`src/rtl/l2_pmem_burst_responder_if.sv`:
```
// Bundle of the cache-side line port and the beat-serial memory bus seen by
// l2_pmem_burst_responder; slave is the responder, master is its environment.
interface l2_pmem_burst_responder_if #(
  parameter int LINE_WIDTH = 256,
  parameter int BEAT_WIDTH = 64,
  parameter int ADDR_WIDTH = 16
);
  logic                  pmem_read;
  logic                  pmem_write;
  logic [ADDR_WIDTH-1:0] pmem_address;
  logic [LINE_WIDTH-1:0] pmem_wdata;
  logic [LINE_WIDTH-1:0] pmem_rdata;
  logic                  pmem_resp;
  logic                  mb_cmd_valid;
  logic                  mb_cmd_ready;
  logic                  mb_cmd_write;
  logic [ADDR_WIDTH-1:0] mb_cmd_address;
  logic [BEAT_WIDTH-1:0] mb_wdata;
  logic                  mb_wvalid;
  logic                  mb_wready;
  logic                  mb_bdone;
  logic [BEAT_WIDTH-1:0] mb_rdata;
  logic                  mb_rvalid;
  logic                  err;

  modport slave (
    input  pmem_read, pmem_write, pmem_address, pmem_wdata,
    input  mb_cmd_ready, mb_wready, mb_bdone, mb_rdata, mb_rvalid,
    output pmem_rdata, pmem_resp, mb_cmd_valid, mb_cmd_write, mb_cmd_address,
    output mb_wdata, mb_wvalid, err
  );

  modport master (
    output pmem_read, pmem_write, pmem_address, pmem_wdata,
    output mb_cmd_ready, mb_wready, mb_bdone, mb_rdata, mb_rvalid,
    input  pmem_rdata, pmem_resp, mb_cmd_valid, mb_cmd_write, mb_cmd_address,
    input  mb_wdata, mb_wvalid, err
  );
endinterface

```
`src/rtl/l2_pmem_burst_responder.sv`:
```
// Converts whole-line L2 pmem read/write requests into command + beat bursts on
// a narrower memory bus, reassembling read lines; every output is registered.
module l2_pmem_burst_responder #(
  parameter int LINE_WIDTH = 256,
  parameter int BEAT_WIDTH = 64,
  parameter int ADDR_WIDTH = 16
) (
  input  logic clk,
  input  logic reset_n,
  l2_pmem_burst_responder_if.slave bus
);
  localparam int NBEATS = LINE_WIDTH / BEAT_WIDTH;
  localparam int CNT_W  = (NBEATS > 1) ? $clog2(NBEATS) : 1;
  localparam int OFF_W  = $clog2(LINE_WIDTH / 8);
  localparam logic [CNT_W-1:0]      LAST_BEAT = CNT_W'(NBEATS - 1);
  localparam logic [ADDR_WIDTH-1:0] ADDR_MASK = ~ADDR_WIDTH'((1 << OFF_W) - 1);

  localparam logic [2:0] S_IDLE  = 3'd0;
  localparam logic [2:0] S_CMD   = 3'd1;
  localparam logic [2:0] S_WBEAT = 3'd2;
  localparam logic [2:0] S_WWAIT = 3'd3;
  localparam logic [2:0] S_RBEAT = 3'd4;
  localparam logic [2:0] S_RESP  = 3'd5;

  logic [2:0]            state_r;
  logic [2:0]            state_s;
  logic [CNT_W-1:0]      cnt_r;
  logic [CNT_W-1:0]      cnt_inc_s;
  logic                  write_r;
  logic [LINE_WIDTH-1:0] wline_r;
  logic [LINE_WIDTH-1:0] rbuf_r;
  logic [ADDR_WIDTH-1:0] cmd_addr_r;
  logic [BEAT_WIDTH-1:0] wdata_r;
  logic                  cmd_valid_r;
  logic                  wvalid_r;
  logic                  resp_r;
  logic                  err_r;
  logic                  cmd_hs_s;
  logic                  w_hs_s;
  logic                  last_s;
  logic                  req_held_s;
  logic                  busy_s;
  logic                  err_s;

  // Next-state decode and protocol-error detection.
  always_comb begin
    state_s    = state_r;
    cmd_hs_s   = cmd_valid_r && bus.mb_cmd_ready;
    w_hs_s     = wvalid_r && bus.mb_wready;
    last_s     = (cnt_r == LAST_BEAT);
    cnt_inc_s  = cnt_r + CNT_W'(1);
    req_held_s = write_r ? bus.pmem_write : bus.pmem_read;
    busy_s     = (state_r == S_CMD) || (state_r == S_WBEAT) ||
                 (state_r == S_WWAIT) || (state_r == S_RBEAT);
    case (state_r)
      S_IDLE: begin
        if (bus.pmem_write || bus.pmem_read) state_s = S_CMD;
        else                                 state_s = S_IDLE;
      end
      S_CMD: begin
        if (cmd_hs_s && write_r) state_s = S_WBEAT;
        else if (cmd_hs_s)       state_s = S_RBEAT;
        else                     state_s = S_CMD;
      end
      S_WBEAT: begin
        if (w_hs_s && last_s) state_s = S_WWAIT;
        else                  state_s = S_WBEAT;
      end
      S_WWAIT: begin
        if (bus.mb_bdone) state_s = S_RESP;
        else              state_s = S_WWAIT;
      end
      S_RBEAT: begin
        if (bus.mb_rvalid && last_s) state_s = S_RESP;
        else                         state_s = S_RBEAT;
      end
      S_RESP:  state_s = S_IDLE;
      default: state_s = S_IDLE;
    endcase
    err_s = (bus.mb_rvalid && (state_r != S_RBEAT)) ||
            (bus.mb_bdone && (state_r != S_WWAIT)) ||
            (busy_s && !req_held_s);
  end

  // State, beat counter, line buffers and registered bus outputs.
  always_ff @(posedge clk or negedge reset_n) begin
    if (!reset_n) begin
      state_r     <= S_IDLE;
      cnt_r       <= '0;
      write_r     <= 1'b0;
      wline_r     <= '0;
      rbuf_r      <= '0;
      cmd_addr_r  <= '0;
      wdata_r     <= '0;
      cmd_valid_r <= 1'b0;
      wvalid_r    <= 1'b0;
      resp_r      <= 1'b0;
      err_r       <= 1'b0;
    end else begin
      state_r <= state_s;
      resp_r  <= (state_s == S_RESP);
      if (err_s) err_r <= 1'b1;
      case (state_r)
        S_IDLE: begin
          if (state_s == S_CMD) begin
            write_r     <= bus.pmem_write;
            cmd_addr_r  <= bus.pmem_address & ADDR_MASK;
            wline_r     <= bus.pmem_wdata;
            cmd_valid_r <= 1'b1;
            cnt_r       <= '0;
          end
        end
        S_CMD: begin
          if (cmd_hs_s) begin
            cmd_valid_r <= 1'b0;
            if (write_r) begin
              wvalid_r <= 1'b1;
              wdata_r  <= wline_r[BEAT_WIDTH-1:0];
            end
          end
        end
        S_WBEAT: begin
          // Preload the following beat so mb_wdata stays a plain register.
          if (w_hs_s) begin
            cnt_r <= cnt_inc_s;
            if (last_s) wvalid_r <= 1'b0;
            else        wdata_r  <= wline_r[int'(cnt_inc_s)*BEAT_WIDTH +: BEAT_WIDTH];
          end
        end
        S_RBEAT: begin
          if (bus.mb_rvalid) begin
            rbuf_r[int'(cnt_r)*BEAT_WIDTH +: BEAT_WIDTH] <= bus.mb_rdata;
            cnt_r <= cnt_inc_s;
          end
        end
        default: begin
        end
      endcase
    end
  end

  assign bus.pmem_rdata     = rbuf_r;
  assign bus.pmem_resp      = resp_r;
  assign bus.mb_cmd_valid   = cmd_valid_r;
  assign bus.mb_cmd_write   = write_r;
  assign bus.mb_cmd_address = cmd_addr_r;
  assign bus.mb_wdata       = wdata_r;
  assign bus.mb_wvalid      = wvalid_r;
  assign bus.err            = err_r;
endmodule

```
`src/flat_wrapper.sv`:
```
// flat-port wrapper written by rule: the top's interface ports become plain ports
module l2_pmem_burst_responder_flat 
#(
  parameter int LINE_WIDTH = 256,
  parameter int BEAT_WIDTH = 64,
  parameter int ADDR_WIDTH = 16
)
  (clk, reset_n, bus_pmem_read, bus_pmem_write, bus_pmem_address, bus_pmem_wdata, bus_mb_cmd_ready, bus_mb_wready, bus_mb_bdone, bus_mb_rdata, bus_mb_rvalid, bus_pmem_rdata, bus_pmem_resp, bus_mb_cmd_valid, bus_mb_cmd_write, bus_mb_cmd_address, bus_mb_wdata, bus_mb_wvalid, bus_err);
  l2_pmem_burst_responder_if #(.LINE_WIDTH(LINE_WIDTH), .BEAT_WIDTH(BEAT_WIDTH), .ADDR_WIDTH(ADDR_WIDTH)) bus_i ();
  input  logic clk;
  input  logic reset_n;
  input wire logic [$bits(bus_i.pmem_read)-1:0] bus_pmem_read;
  input wire logic [$bits(bus_i.pmem_write)-1:0] bus_pmem_write;
  input wire logic [$bits(bus_i.pmem_address)-1:0] bus_pmem_address;
  input wire logic [$bits(bus_i.pmem_wdata)-1:0] bus_pmem_wdata;
  input wire logic [$bits(bus_i.mb_cmd_ready)-1:0] bus_mb_cmd_ready;
  input wire logic [$bits(bus_i.mb_wready)-1:0] bus_mb_wready;
  input wire logic [$bits(bus_i.mb_bdone)-1:0] bus_mb_bdone;
  input wire logic [$bits(bus_i.mb_rdata)-1:0] bus_mb_rdata;
  input wire logic [$bits(bus_i.mb_rvalid)-1:0] bus_mb_rvalid;
  output wire logic [$bits(bus_i.pmem_rdata)-1:0] bus_pmem_rdata;
  output wire logic [$bits(bus_i.pmem_resp)-1:0] bus_pmem_resp;
  output wire logic [$bits(bus_i.mb_cmd_valid)-1:0] bus_mb_cmd_valid;
  output wire logic [$bits(bus_i.mb_cmd_write)-1:0] bus_mb_cmd_write;
  output wire logic [$bits(bus_i.mb_cmd_address)-1:0] bus_mb_cmd_address;
  output wire logic [$bits(bus_i.mb_wdata)-1:0] bus_mb_wdata;
  output wire logic [$bits(bus_i.mb_wvalid)-1:0] bus_mb_wvalid;
  output wire logic [$bits(bus_i.err)-1:0] bus_err;
  assign bus_i.pmem_read = bus_pmem_read;
  assign bus_i.pmem_write = bus_pmem_write;
  assign bus_i.pmem_address = bus_pmem_address;
  assign bus_i.pmem_wdata = bus_pmem_wdata;
  assign bus_i.mb_cmd_ready = bus_mb_cmd_ready;
  assign bus_i.mb_wready = bus_mb_wready;
  assign bus_i.mb_bdone = bus_mb_bdone;
  assign bus_i.mb_rdata = bus_mb_rdata;
  assign bus_i.mb_rvalid = bus_mb_rvalid;
  assign bus_pmem_rdata = bus_i.pmem_rdata;
  assign bus_pmem_resp = bus_i.pmem_resp;
  assign bus_mb_cmd_valid = bus_i.mb_cmd_valid;
  assign bus_mb_cmd_write = bus_i.mb_cmd_write;
  assign bus_mb_cmd_address = bus_i.mb_cmd_address;
  assign bus_mb_wdata = bus_i.mb_wdata;
  assign bus_mb_wvalid = bus_i.mb_wvalid;
  assign bus_err = bus_i.err;
  l2_pmem_burst_responder #(.LINE_WIDTH(LINE_WIDTH), .BEAT_WIDTH(BEAT_WIDTH), .ADDR_WIDTH(ADDR_WIDTH)) u_core (.clk(clk), .reset_n(reset_n), .bus(bus_i));
endmodule
```
`config.mk`:
```
export PLATFORM = sky130hd
export DESIGN_NAME = l2_pmem_burst_responder_flat
export DESIGN_NICKNAME = d
export VERILOG_FILES = /design/src/rtl/l2_pmem_burst_responder_if.sv /design/src/rtl/l2_pmem_burst_responder.sv /design/src/flat_wrapper.sv
export SDC_FILE = /design/constraint.sdc
export NUM_CORES = 1
export LEC_CHECK = 0
export ABC_AREA = 1
export BUFFER_PORTS_ARGS = -buffer_cell sky130_fd_sc_hd__buf_2
export CELL_PAD_IN_SITES_DETAIL_PLACEMENT = 0
export CELL_PAD_IN_SITES_GLOBAL_PLACEMENT = 1
export CORE_AREA = 2 2 269 271
export DETAILED_ROUTE_END_ITERATION = 10
export DIE_AREA = 0 0 271 273
export GPL_TIMING_DRIVEN = 0
export HOLD_SLACK_MARGIN = 0.06
export PLACE_DENSITY_LB_ADDON = 0.15
export SLEW_MARGIN = 20
export SYNTH_ARGS = -nofsm -noshare
export SYNTH_HDL_FRONTEND = slang
export SYNTH_SLANG_ARGS = --single-unit
export TNS_END_PERCENT = 30
```
`constraint.sdc`:
```
create_clock -name clk -period 2.5 [get_ports clk]
set_clock_uncertainty 0.15 [all_clocks]
set_input_delay 0.25 -clock clk [delete_from_list [all_inputs] [get_ports clk]]
set_output_delay 0.25 -clock clk [all_outputs]
set_load 0.005 [all_outputs]
```
==> results of run 1 <==
-- critical path, cell delays in order (launching register included) --
cell,delay [ns]
dfrtp_1,0.41
buf_12,0.15
inv_16,0.09
clkbuf_16,0.14
buf_8,0.14
ha_1,0.15
buf_4,0.23
nand2_1,0.12
nor2_4,0.14
buf_4,0.13
clkbuf_2,0.23
nand3_1,0.20
nand2_1,0.10
-- worst max path at each step --
stage                               start                            to  slack [ns]
after floorplan           u_core.cnt_r[0]     u_core.bus.pmem_rdata[98]        0.04
after global placement            reset_n  u_core.bus.mb_cmd_address[5]      -11.65
after detailed placement  u_core.cnt_r[0]        u_core.bus.mb_wdata[4]       -2.01
after CTS                 u_core.cnt_r[0]    u_core.bus.pmem_rdata[138]       0.005
after global routing      u_core.cnt_r[0]     u_core.bus.pmem_rdata[83]       -0.07
final                     u_core.cnt_r[0]     u_core.bus.pmem_rdata[53]        0.05
-- state kept, by name, indices dropped and copies added, names as in the netlist --
| name | flops |
|---|---|
| u_core.bus.pmem_rdata | 256 |
| u_core.wline_r | 256 |
| u_core.bus.mb_wdata | 64 |
| u_core.bus.mb_cmd_address | 11 |
| u_core.state_r | 3 |
| u_core.cnt_r | 2 |
| u_core.bus.err | 1 |
| u_core.bus.mb_cmd_valid | 1 |
| u_core.bus.mb_cmd_write | 1 |
| u_core.bus.mb_wvalid | 1 |
| u_core.bus.pmem_resp | 1 |
-- report_power, final --
group | internal [uW] | switching (uW) | leakage, uW
clock | 6080 | 4120 | 0.00111
sequential | 13000 | 1740 | 0.00747
combinational | 6980 | 9440 | 0.00963
-- area by class of cell --
cell class,instances,area [sq um]
fillers,6607,34600
clock buffers,114,2150
well taps,950,1190
multi-input cells,1624,9480
plain buffers,208,1220
repair buffers,1042,7200
flip-flops and latches,597,14900
clock inverters,10,128
inverters,25,120
diodes,8,20.0
-- cell families after synthesis --
family,after synthesis,synth area share [%]
simple gates,880,15.5
fa+ha+maj,5,0.247
other cells,1,0.0148
buf+inv,235,4.28
flops,597,58.9
mux,266,11.8
compound gates,468,9.27
-- cells in the final DEF (no fill, tap or decap), types with 2 or more instances in the layout --
cell type,n
a21oi_1,73
buf_1,29
buf_12,4
buf_16,8
buf_2,729
buf_4,32
buf_6,14
buf_8,5
bufinv_16,2
clkbuf_1,65
clkbuf_16,73
clkbuf_2,27
clkbuf_4,15
clkbuf_8,24
clkinv_2,2
clkinvlp_4,4
conb_1,5
dfrtp_1,597
diode_2,8
dlygate4sd3_1,339
ha_1,4
inv_1,19
inv_2,2
inv_6,3
mux2_1,85
mux2_2,181
nand2_1,468
nand3_1,193
nand4_1,133
nor2_1,71
nor2_2,2
nor2_4,8
o21ai_0,86
o21ai_1,291
o21ai_2,16
-- stage by stage --
stage	util (%)	power [uW]	hold WS, ns
2_1_floorplan	-	23600	-0.196
3_3_place_gp	42.2	29300	0.313
3_5_place_dp	42.5	29700	0.0913
4_1_cts	51.1	41500	0.138
5_1_grt	51.3	44000	0.160
6_report	51.3	41400	0.147
-- per-layer routing --
layer,vias up,share of wire (%),track usage [%]
li1,10700,-,-
met1,11500,40,32.0
met2,801,50,46.0
met3,187,6.3,5.90
met4,14,3.3,8.99
met5,-,0.081,0
-- timing repair --
item / CTS / global route
hold endpoints to repair: 837 / 0
setup endpoints to repair: 321 / 190
gates cloned: 0 / 0
gates resized for setup: 125 / 84
hold buffers: 340 / 0
buffers inserted: 19 / 2
pin swaps: 5 / 3
==> impl_metrics.json, run 1 <==
{
  "outcome": "completed",
  "r2r-start": "u_core.cnt_r[0]",
  "antenna_found_initial": 16,
  "wl_per_cell_um": 21.6,
  "p_leak_uw": 0.0182,
  "tns_ns": 0,
  "synthesis.area_sq_um": 25400,
  "synth-seq-cells": 597,
  "final_cells": 4578,
  "die_area_sq_um": 74000,
  "synth-main-ff-cell": "dfrtp_1",
  "syn-mean-instance-area_sq_um": 10.3,
  "grt_pass1_wl_mm": 149,
  "r2r-end": "u_core.bus.pmem_rdata[53]",
  "synth_area_leaders": "dfrtp_1 (59%), mux2_2 (8.0%), nand2_1 (6.9%), o21ai_1 (5.0%), nand3_1 (3.8%)",
  "power_density_nw_per_um2": 1140,
  "worstSetupPathType": "reg -> reg",
  "vdd_drop_max_mv": 0.642,
  "period_share_pct": 97.9,
  "reg2reg_slack_ns": 0.05,
  "initial_core_util_pct": 35.7,
  "synth.distinct_cells": 28,
  "cts_sinks": 597,
  "grt.overflow.total": 0,
  "cts_tree": "built",
  "cts-root-buf": "clkbuf_16",
  "place_congestion": 0.862,
  "grt_usage_pct": 26.3,
  "postPlaceCellArea_sq_um": 30200,
  "endpoint_kind": "flop",
  "ant_nets": 0,
  "layout_min_cycle_time_ns": 2.45,
  "synth_top_area_cell": "dfrtp_1",
  "area_delta_synth_final_pct": 43.6,
  "dp_cells": 4087,
  "port_buffers": 674,
  "final_area_sq_um": 36400,
  "synth_top_area_share_pct": 58.9,
  "worst_slack_ns": 0.0514,
  "synthArstFlopShare_pct": 100,
  "htree_levels": 3,
  "post_route_cells_drive_above_1_share_pct": 32.0,
  "timing.fmax_ghz": 0.408,
  "rows": 98,
  "rr_worst_depth": 12,
  "vias": 23200,
  "required_ns": 2.89,
  "setup_viol": 0,
  "synth_most_common_cell": "dfrtp_1",
  "wl_mm": 98.8,
  "grt_pass1_vias": 24000,
  "die_x_um": 271,
  "fin_nets": 3918,
  "insertion_delay_ns": 0.60,
  "drc": 0,
  "synth.cells.most_frequent": "dfrtp_1 (597), nand2_1 (468), o21ai_1 (251), nand3_1 (193), mux2_2 (181)",
  "post-place-ws_ns": -2.01,
  "via_per_inst": 5.07,
  "cp_max_fo": 12,
  "netlist_instances": 2452,
  "slew_viol_final": 0,
  "hp-class": "in -> async",
  "cts_made_buffers": 71,
  "firstDrtPassIters": 5,
  "cts_buffer_depth": 3,
  "timing.slew.headroom_pct": 40.9,
  "core_sq_um": 71000,
  "hold_viol": 0,
  "critPathLaunchType": "flop",
  "dp_hpwl_mm": 73.8,
  "worstPathArrival_ns": 2.84,
  "grt_max_degree": 96,
  "yosys_warnings": 0,
  "clk_pin_slew_worst_paths_ns": 0.06,
  "worst_slew_pin_slew_ns": 0.884,
  "seq_area_frac_synth_pct": 58.9,
  "maxCapViolCount": 0,
  "die_h_um": 273,
  "drt-initial-drc-count": 1408,
  "synth_edf_count": 0,
  "ios": 685,
  "rsz0062_at_grt": "yes"
}
Power figures use the tool's default switching activity.
==> run 2: changes to the inputs <==
--- a/config.mk
+++ b/config.mk
@@ -16,5 +16,4 @@
 export HOLD_SLACK_MARGIN = 0.06
 export PLACE_DENSITY_LB_ADDON = 0.15
-export SLEW_MARGIN = 20
 export SYNTH_ARGS = -nofsm -noshare
 export SYNTH_HDL_FRONTEND = slang
==> constraint.sdc (replaced) <==
create_clock -name clk -period 2.5 [get_ports clk]
set_clock_uncertainty 0.15 [all_clocks]
set_input_delay 0.25 -clock clk [delete_from_list [all_inputs] [get_ports clk]]
set_output_delay 0.25 -clock clk [all_outputs]
set_load 0.05 [all_outputs]
==> run 2 against run 1 <==
Critical path depth decreased by 1. Routed wire length down 0.10%. Via count is 0.11% lower. Count of clock-buffer cells in the layout decreased by 5. Sequential share of layout area increased by 0.25 points. Largest cell class unchanged. Largest power group unchanged. Highest routed layer unchanged.
==> impl_metrics.json, run 2 (synthesis results as in run 1) <==
{
  "outcome": "completed",
  "insertion_delay_ns": 0.60,
  "grt.overflow.total": 0,
  "power_density_nw_per_um2": 1240,
  "htree_levels": 3,
  "final_area_sq_um": 36200,
  "setup_viol": 0,
  "p_int_uw": 25800,
  "route.top_layer_used": "met5",
  "wl_mm": 98.7,
  "layout_min_cycle_time_ns": 2.39,
  "seq_power_share_pct": 32.8,
  "grt_pass1_wl_mm": 149,
  "die_h_um": 273,
  "port_buffers": 674,
  "core_sq_um": 71000,
  "grt_usage_pct": 26.2,
  "postPlaceCellArea_sq_um": 30100,
  "worstPathArrival_ns": 2.78,
  "seq_area_sq_um": 14900,
  "post_route_cells_drive_above_1_share_pct": 31.7,
  "slew_viol_final": 0,
  "antenna_found_initial": 16,
  "routed-wl-met2_mm": 49.6,
  "rows": 98,
  "drc": 0,
  "ant_nets": 0,
  "hold_viol": 0,
  "power_frac_clock_pct": 22.4,
  "route.met3.wl_mm": 6.37,
  "worst_slew_pin_slew_ns": 0.809,
  "clk_pin_slew_worst_paths_ns": 0.06,
  "cts_made_buffers": 70,
  "grt_max_degree": 121,
  "cts-root-buf": "clkbuf_16",
  "endpoint_kind": "flop",
  "wl_per_cell_um": 21.6,
  "vdd_drop_max_mv": 0.791,
  "whs_ns": 0.0573,
  "slowest_delay_ns": 0.43,
  "cts_tree": "built",
  "fin_nets": 3907,
  "firstDrtPassIters": 5,
  "die_x_um": 271,
  "required_ns": 2.89,
  "worstSetupPathType": "reg -> reg",
  "worstPathCellList": "buf_12, inv_16, clkbuf_16, ha_1, buf_4, nand2_1, nor2_4, buf_12, clkbuf_2, nand3_1, nand2_1",
  "rsz0062_at_grt": "yes",
  "multi_input_area_sq_um": 9440,
  "dp_cells": 4085,
  "area_delta_synth_final_pct": 42.7,
  "critPathSlowestCell": "dfrtp_1",
  "via_per_inst": 5.08,
  "wl_met1_mm": 39.2,
  "grt_pass1_vias": 24100,
  "cts_buffer_depth": 3,
  "comb_power_share_pct": 44.8,
  "final_cells": 4570,
  "timing.fmax_ghz": 0.418,
  "cts_sinks": 597,
  "place_congestion": 0.862,
  "period_share_pct": 95.8,
  "switchingPower_uw": 19100,
  "tns_ns": 0,
  "hp-class": "in -> async",
  "critPathLaunchType": "flop",
  "p_leak_uw": 0.0181,
  "dp_hpwl_mm": 73.3,
  "timing.slew.headroom_pct": 46.0,
  "layout_common_cells": "buf_2 (729), dfrtp_1 (597), nand2_1 (468), dlygate4sd3_1 (338), o21ai_1 (278)",
  "die_area_sq_um": 74000,
  "drt-initial-drc-count": 1251,
  "ios": 685,
  "vias": 23200,
  "final_core_util_pct": 51.0,
  "final_common_cell": "buf_2",
  "maxCapViolCount": 0,
  "reg2reg_slack_ns": 0.11,
  "initial_core_util_pct": 35.7,
  "p_sw_share_pct": 42.5,
  "cp_max_fo": 13,
  "fillers": 6595
}
## run 2: cell types whose count changed in the layout (fill, tap and decap cells not counted), sizes merged
cell	change
inv	+1
bufinv	-1
clkbuf	+2
diode	+2
clkinvlp	-1
buf	-16
clkinv	+6
dlygate4sd3	-1
## run 2: final timing paths
check | startpoint | endpoint | cells past startpoint
setup / recovery | u_core.cnt_r[0] | u_core.bus.pmem_rdata[53] | 11
hold / removal | reset_n | u_core.bus.pmem_rdata[111] | 2
setup reg to reg | u_core.cnt_r[0] | u_core.bus.pmem_rdata[53] | 11
hold reg to reg | u_core.bus.pmem_rdata[47] | u_core.bus.pmem_rdata[47] | 2
max in group asynchronous | reset_n | u_core.wline_r[129] | 5
min in group clk | bus_pmem_wdata[235] | u_core.wline_r[235] | 3
## run 2: what timing repair did
item                                   in CTS  in global routing
cloned                                      0                  1
hold buffers                              338                  0
pin swaps                                   5                  2
resized for setup                         127                 32
setup buffers                              14                  0
setup endpoints to repair                 321                400
endpoints found under the hold margin     693                  0
## run 2: through the flow
step           worst slack, ns  total power (uW)
3_3_place_gp            -11.65             33100
2_1_floorplan           0.0400             27400
4_1_cts               0.000209             45200
5_1_grt                -0.0437             47500
3_5_place_dp             -2.02             33600
6_report                 0.105             44900
## run 2: worst max-delay path: cells and delay by family, from the launching register on
family	cells	cell delay (ns)
adders and majority gates	1	0.15
buffers and inverters	6	1.02
and+or+nand+nor	4	0.58
DFF	1	0.43
## run 2: cell type report
cell class	count	area share, %
flip-flops and latches	597	41.2
multi-input cells	1624	26.1
repair buffers	1032	19.5
clock buffers	109	5.85
well taps	950	3.28
plain buffers	208	3.26
clock inverters	15	0.356
inverters	25	0.332
diodes	10	0.0691
## run 2: per-layer routing
layer | vias to the layer above | global-route usage, %
met2 | 789 | 45.8
met5 | - | 0
li1 | 10700 | -
met1 | 11500 | 31.8
met3 | 209 | 6.03
met4 | 12 | 9.23
## run 2: power groups by stage
| stage | registers, uW | clock network [uW] | logic [uW] |
|---|---|---|---|
| after floorplan | 18300 | 0 | 9110 |
| after global placement | 14700 | 0 | 18400 |
| after detailed placement | 14800 | 0 | 18800 |
| after CTS | 14700 | 10300 | 20300 |
| after global routing | 15100 | 10700 | 21700 |
| final | 14700 | 10100 | 20100 |
==> run 3: changes to the inputs <==
==> constraint.sdc (replaced) <==
create_clock -name clk -period 2.5 [get_ports clk]
set_clock_uncertainty 0.15 [all_clocks]
set_input_delay 0.5 -clock clk [delete_from_list [all_inputs] [get_ports clk]]
set_output_delay 0.5 -clock clk [all_outputs]
set_load 0.05 [all_outputs]
==> run 3 against run 2 <==
Routed wire length about the same. Cell count about the same. Critical path depth is 2 lower. Sequential share of layout area is essentially flat. Largest power group unchanged. Clock power about the same. The run now ends with hold timing left.
==> impl_metrics.json, run 3 (synthesis results as in run 1) <==
{
  "outcome": "finished with violations",
  "power_density_nw_per_um2": 1240,
  "cp_common_cell": "inv_1",
  "final_common_cell": "buf_2",
  "ios": 685,
  "vias": 23200,
  "reg2reg_slack_ns": 0.11,
  "grt_max_degree": 121,
  "slew_viol_final": 0,
  "wl_mm": 98.7,
  "cp_max_fo": 10,
  "die_area_sq_um": 74000,
  "die_x_um": 271,
  "drc": 0,
  "timing.slew.headroom_pct": 43.9,
  "antenna_found_initial": 16,
  "insertion_delay_ns": 0.61,
  "required_ns": 2.83,
  "cts-root-buf": "clkbuf_16",
  "initial_core_util_pct": 35.7,
  "postPlaceCellArea_sq_um": 30100,
  "clk_pin_slew_worst_paths_ns": 0.06,
  "cts_made_buffers": 70,
  "place_congestion": 0.862,
  "port_buffers": 674,
  "timing.fmax_ghz": 0.418,
  "firstDrtPassIters": 5,
  "layout_common_cells": "buf_2 (731), dfrtp_1 (597), nand2_1 (468), dlygate4sd3_1 (334), o21ai_1 (289)",
  "hold_viol": 67,
  "area_delta_synth_final_pct": 42.7,
  "htree_levels": 3,
  "post_route_cells_drive_above_1_share_pct": 32.0,
  "setup_viol": 0,
  "drt-initial-drc-count": 1346,
  "grt.overflow.total": 0,
  "whs_ns": -0.287,
  "final_area_sq_um": 36200,
  "wl_per_cell_um": 21.6,
  "cts_sinks": 597,
  "endpoint_kind": "flop",
  "critPathLaunchType": "flop",
  "core_sq_um": 71000,
  "grt_pass1_vias": 24100,
  "globalRoute.busiestLayer": "met2",
  "hold_buffers": 334,
  "grt_use_met2_pct": 45.8,
  "post-place-ws_ns": -2.02,
  "hp-class": "in -> async",
  "slowest_delay_ns": 0.64,
  "grtUsageMet1_pct": 31.8,
  "critPathSlowestCell": "clkbuf_1",
  "cts_buffer_depth": 3,
  "die_h_um": 273,
  "rsz0062_at_grt": "no",
  "period_share_pct": 95.6,
  "rows": 98,
  "worst_slack_ns": 0.109,
  "ant_nets": 0,
  "fin_nets": 3905,
  "via_per_inst": 5.08,
  "p_leak_uw": 0.0181,
  "violations": "hold timing",
  "grtUsageMet3_pct": 5.96,
  "dp_hpwl_mm": 73.3,
  "grt_usage_pct": 26.2,
  "worstSetupPathType": "reg -> reg",
  "worstPathCellList": "inv_1, ha_1, inv_1, clkbuf_1, nor2_4, buf_4, buf_2, nand4_1, nand2_1",
  "vdd_drop_max_mv": 0.791,
  "cts_tree": "built",
  "maxCapViolCount": 0,
  "layout_min_cycle_time_ns": 2.39,
  "worstPathArrival_ns": 2.72,
  "grt_pass1_wl_mm": 149,
  "worst_slew_pin_slew_ns": 0.842
}
-- run 3: cell count changes in the layout (fill, tap and decap cells not counted), moves of 2 or more --
| cell | delta |
|---|---|
| buf_6 | +3 |
| o21ai_2 | +5 |
| o21ai_0 | -16 |
| clkbuf_8 | -2 |
| o21ai_1 | +11 |
| buf_2 | +2 |
| buf_8 | +2 |
| clkbuf_2 | -3 |
| dlygate4sd3_1 | -4 |
-- run 3: routing by layer --
metal	vias up	part of all wire [%]	wire, um
met5	-	0.082	81
met4	12	3.6	3540
met3	208	6.2	6160
met2	755	50	49500
met1	11500	40	39300
li1	10700	-	-
-- run 3: area by class of cell --
type	instances	area [sq um]
Clock buffer	109	2120
Multi-Input combinational cell	1624	9460
Tap cell	950	1190
Buffer	208	1200
Antenna cell	10	25.0
Sequential cell	597	14900
Inverter	25	120
Fill cell	6595	34800
Clock inverter	15	129
Timing Repair Buffer	1030	7040
-- run 3: worst paths after layout --
check / cells past startpoint / from / end
max in group asynchronous: 4 / reset_n / u_core.bus.mb_cmd_address[5]
min in group clk: 4 / bus_pmem_read / u_core.bus.err
min: 1 / reset_n / u_core.bus.pmem_rdata[50]
min reg2reg: 2 / u_core.bus.pmem_rdata[66] / u_core.bus.pmem_rdata[66]
max reg2reg: 9 / u_core.cnt_r[1] / u_core.bus.pmem_rdata[83]
max: 9 / u_core.cnt_r[1] / u_core.bus.pmem_rdata[83]
-- run 3: metrics by stage --
stage	power, uW	TNS [ns]	std cells	utilization (%)	hold slack (ns)
after global routing	47600	0	4567	51.0	-0.264
after detailed placement	33600	-553.13	4085	42.4	0.322
after CTS	45200	0	4557	50.9	-0.285
after global placement	33100	-7538.15	4080	42.2	0.316
after floorplan	27400	0	2456	-	0.0544
final	45100	0	4568	51.0	-0.287
-- run 3: repair_timing --
action | 4_1_cts | 5_1_grt
setup endpoints to repair | 321 | 281
setup buffers | 14 | 3
endpoints found under the hold margin | 566 | 67
gates resized for setup | 127 | 67
pin swaps | 5 | 3
-- run 3: report_power, final --
group          switching [uW]  internal [uW]  total, uW
clock network            4150           5930      10100
registers                1730          13000      14700
logic                   13300           6970      20300
total                   19200          25900      45100
-- run 3: critical path: cells and delay by family, from the launching register on --
| family | cells | cell delay (ns) |
|---|---|---|
| and+or+nand+nor | 3 | 0.30 |
| DFF | 1 | 0.40 |
| buffers and inverters | 5 | 1.22 |
| adders and majority gates | 1 | 0.19 |
